**src/rtl/demux_stream_router.sv**
```systemverilog
// Registered valid/ready demultiplexer: routes each word to one channel or broadcasts it to all,
// holding it in a one-entry stage until every addressed channel has taken it.
module demux_stream_router #(
    parameter int NUM_OUT = 8,
    parameter int WIDTH   = 8,
    parameter int SEL_W   = 3
) (
    input  logic               clk,
    input  logic               reset,
    input  logic [WIDTH-1:0]   in_data,
    input  logic [SEL_W-1:0]   in_sel,
    input  logic               in_bcast,
    input  logic               in_valid,
    output logic               in_ready,
    output logic [WIDTH-1:0]   out_data,
    output logic [NUM_OUT-1:0] out_valid,
    input  logic [NUM_OUT-1:0] out_ready,
    output logic               busy,
    output logic [7:0]         err_count
);

    localparam logic [SEL_W:0] NUM_OUT_W = NUM_OUT[SEL_W:0];

    logic [NUM_OUT-1:0] r_pending;
    logic [WIDTH-1:0]   r_data;
    logic [7:0]         r_errCount;

    logic [NUM_OUT-1:0] w_done;
    logic [NUM_OUT-1:0] w_remaining;
    logic [NUM_OUT-1:0] w_oneHot;
    logic               w_inRange;
    logic               w_accept;

    assign w_done      = r_pending & out_ready;
    assign w_remaining = r_pending & ~w_done;
    assign w_inRange   = ({1'b0, in_sel} < NUM_OUT_W);
    assign w_oneHot    = {{(NUM_OUT-1){1'b0}}, 1'b1} << in_sel;

    // A new word may enter in the same cycle the last pending lane completes.
    assign in_ready = (w_remaining == '0);
    assign w_accept = in_valid & in_ready;

    always_ff @(posedge clk or posedge reset) begin
        if (reset) begin
            r_pending  <= '0;
            r_data     <= '0;
            r_errCount <= '0;
        end else if (w_accept) begin
            if (in_bcast) begin
                r_data    <= in_data;
                r_pending <= '1;
            end else if (w_inRange) begin
                r_data    <= in_data;
                r_pending <= w_oneHot;
            end else begin
                // Out-of-range select: the word is consumed and discarded, only the counter moves.
                r_pending <= '0;
                if (r_errCount != 8'hFF) begin
                    r_errCount <= r_errCount + 8'd1;
                end
            end
        end else begin
            r_pending <= w_remaining;
        end
    end

    assign out_valid = r_pending;
    assign out_data  = r_data;
    assign busy      = |r_pending;
    assign err_count = r_errCount;

endmodule

```
**config.mk**
```make
export PLATFORM = sky130hd
export DESIGN_NAME = demux_stream_router
export DESIGN_NICKNAME = d
export VERILOG_FILES = /design/src/rtl/demux_stream_router.sv
export SDC_FILE = /design/constraint.sdc
export NUM_CORES = 1
export LEC_CHECK = 0
export CELL_PAD_IN_SITES_DETAIL_PLACEMENT = 0
export CELL_PAD_IN_SITES_GLOBAL_PLACEMENT = 1
export CORE_MARGIN = 1.5
export CORE_UTILIZATION = 30
export CTS_BUF_LIST = sky130_fd_sc_hd__clkbuf_8
export DETAILED_ROUTE_END_ITERATION = 10
export PLACE_DENSITY = 0.95
export SYNTH_ARGS = -nofsm -noshare
export SYNTH_HDL_FRONTEND = slang
export SYNTH_SLANG_ARGS = --single-unit
export TNS_END_PERCENT = 1
```
**constraint.sdc**
```tcl
create_clock -name clk -period 2.7 [get_ports clk]
set_input_delay 0.405 -clock clk [delete_from_list [all_inputs] [get_ports clk]]
set_output_delay 0.405 -clock clk [all_outputs]
set_load 0.005 [all_outputs]
```
==> flow_metrics.env <==
export IMPL_synth_top_family_by_area="simple AND/OR/NAND/NOR gates"
export IMPL_drtPass1Iterations=4
export IMPL_synthDistinctLibCells=22
export IMPL_diodes=0
export IMPL_grt_pass1_wl_mm=3.13
export IMPL_die_y_microns=55.5
export IMPL_viasPerCell=4.63
export IMPL_p_leak_uw=0.000545
export IMPL_max_cap_viol_count=0
export IMPL_fin_crit_ns=2.30
export IMPL_final_area_sq_mm=0.00127
export IMPL_dr_first_iter_drc_count=15
export IMPL_syn_avg_cell_area_sq_um=11.3
export IMPL_tns_ns=0
export IMPL_clkSinkCount=16
export IMPL_final_layout_size_suffix_gt1_frac=0.149
export IMPL_antenna_found_initial=0
export IMPL_routed_wl_mm=1.97
export IMPL_grt_ovfl_total=0
export IMPL_numPortBuffers=40
export IMPL_rsz0062_at_grt="false"
export IMPL_ys_seq_area_frac=0.485
export IMPL_worstPathMaxFanout=2
export IMPL_vdd_drop_max_uv=586
export IMPL_syn_cell_area_sq_um=826
export IMPL_ios=49
export IMPL_cpMaxStageDelayCell="clkdlybuf4s50_1"
export IMPL_cp_start_kind="input pin"
export IMPL_hold_buffers=0
export IMPL_die_area_sq_mm=0.00308
export IMPL_max_stage_delay_ns=0.49
export IMPL_fin_crit_sh=0.850
export IMPL_finalNetCount=138
export IMPL_clockRootBuffer="clkbuf_8"
export IMPL_tightest_slew_ns=0.611
export IMPL_fp_coreArea_sq_mm=0.00254
export IMPL_drc=0
export IMPL_cts_resized=0
export IMPL_hold_viol_final=0
export IMPL_crit_family="buffers and inverters"
export IMPL_critical_path_required_ns=2.30
export IMPL_hpwlAfterDp_mm=1.59
export IMPL_cts_tree="yes"
export IMPL_crit_type="input pin to output pin"
export IMPL_powerDensity_mw_per_mm2=984
export IMPL_cpMostUsedCell="clkdlybuf4s50_1"
export IMPL_insertion_delay_ns=0.25
export IMPL_avgRoutedWirePerCell_microns=13.7
export IMPL_grt_usage=0.130
export IMPL_synthSimpleGateAreaFrac=0.144
export IMPL_h_tree_depth=1
export IMPL_status="complete, no violations"
export IMPL_slew_violations=0
export IMPL_ant_nets=0
export IMPL_critPathArrivalTime_ns=1.89
export IMPL_num_vias=667
export IMPL_rows=18
export IMPL_final_common_cell="clkdlybuf4s50_1"
export IMPL_grt_start_max_net_pins=17
export IMPL_mostFrequentLayoutCells="40 x clkdlybuf4s50_1, 16 x dfrtp_1, 8 x conb_1"
export IMPL_setup_viol=0
export IMPL_synth_area_mux_share=0.118
export IMPL_hold_path_class="flop to flop"
export IMPL_numCtsBuffers=3
export IMPL_crit_chain="clkdlybuf4s50_1, nand2b_1, and4_4, and3_2, clkdlybuf4s50_1"
export IMPL_worstSetupEndpointType="output pin"
export IMPL_path_buf_inv=2
export IMPL_synth_xor_area_frac=0
export IMPL_place_congestion=0.777
export IMPL_first_global_vias=653
export IMPL_postPlaceCellArea_sq_mm=0.00121
export IMPL_path_clk_slew_ns=0.06
export IMPL_ys_ff_latch=16
export IMPL_hold_ws_ns=0.509
export IMPL_max_freq_mhz=436
export IMPL_syn2layout_area_growth_pct=53.8
export IMPL_syn_instance_count=73
export IMPL_synthAdderAreaFrac=0
export IMPL_post_cts_buffers=0
export IMPL_die_w_microns=55.5
export IMPL_cts_max_path_buffers=2
export IMPL_synth_compound_area_frac=0.135
export IMPL_start_util=0.324
export IMPL_slew_headroom=0.592
export IMPL_ys_warn_count=0
export IMPL_finClkSkew_ns=0.00136
cell type report:
class                           count  area [sq um]
Multi-Input combinational cell     49           358
Fill cell                         237          1270
Sequential cell                    16           400
Timing Repair Buffer               40           400
Clock buffer                        4          55.1
Inverter                            5          18.8
Tap cell                           30          37.5
worst register-to-register path, delay by kind of cell (launching register included):
family           cells  cell delay, ns
AND/OR/NAND/NOR      3            0.62
flip-flops           1            0.40
multiplexers         1            0.38
power breakdown:
part	internal [uW]	switching, uW
registers	352	78.7
clock network	129	80.6
logic	402	207
through the flow:
stage | util | worst slack (ns) | cells | total power, uW
after CTS | 0.499 | 0.389 | 144 | 1260
after detailed placement | 0.477 | 0.394 | 140 | 1050
after global placement | 0.477 | 0.405 | 140 | 1030
final | 0.499 | 0.405 | 144 | 1250
after global routing | 0.499 | 0.340 | 144 | 1320
after floorplan | - | 1.24 | 80 | 710
synth_stat cells (all sizes together):
cell | instances | share of area
buf | 10 | 0.091
mux2 | 8 | 0.12
inv | 5 | 0.023
conb | 1 | 0.0045
o21ai | 5 | 0.030
nor4 | 2 | 0.015
nand4 | 1 | 0.026
o21bai | 3 | 0.027
nand2 | 2 | 0.0091
nand2b | 4 | 0.030
and4 | 1 | 0.014
and3 | 1 | 0.0091
a21oi | 3 | 0.032
nor2b | 3 | 0.023
dfrtp | 16 | 0.48
a31oi | 6 | 0.045
nor2 | 2 | 0.018
sequential cells by signal (all words and copies together) (netlist names):
register / count
out_data: 8
out_valid: 8
logic make-up (layout without fill, tap and decap cells):
| group | count (synthesis) | count (layout) |
|---|---|---|
| buf+inv | 15 | 49 |
| other cells | 1 | 8 |
| flops | 16 | 16 |
| simple gates | 16 | 16 |
| mux | 8 | 8 |
| compound gates | 17 | 17 |
layer usage:
metal | global-route usage | wire length [microns] | vias up
met5 | 0 | 0 | -
met4 | 0.0314 | 0 | 0
met3 | 0.0304 | 71 | 0
met2 | 0.224 | 1050 | 19
met1 | 0.163 | 857 | 330
li1 | - | - | 318
final timing paths:
check / cells past startpoint / slack (ns) / to / start
max in group asynchronous: 2 / 1.78 / out_data[5] / reset
min in group asynchronous: 2 / 0.53 / out_data[6] / reset
hold / removal: 1 / 0.51 / out_data[4] / out_data[4]
hold reg to reg: 1 / 0.51 / out_data[4] / out_data[4]
setup reg to reg: 4 / 1.19 / out_data[1] / out_valid[6]
setup / recovery: 5 / 0.40 / in_ready / out_ready[3]
Note: power is estimated with default switching activity, not from simulation.
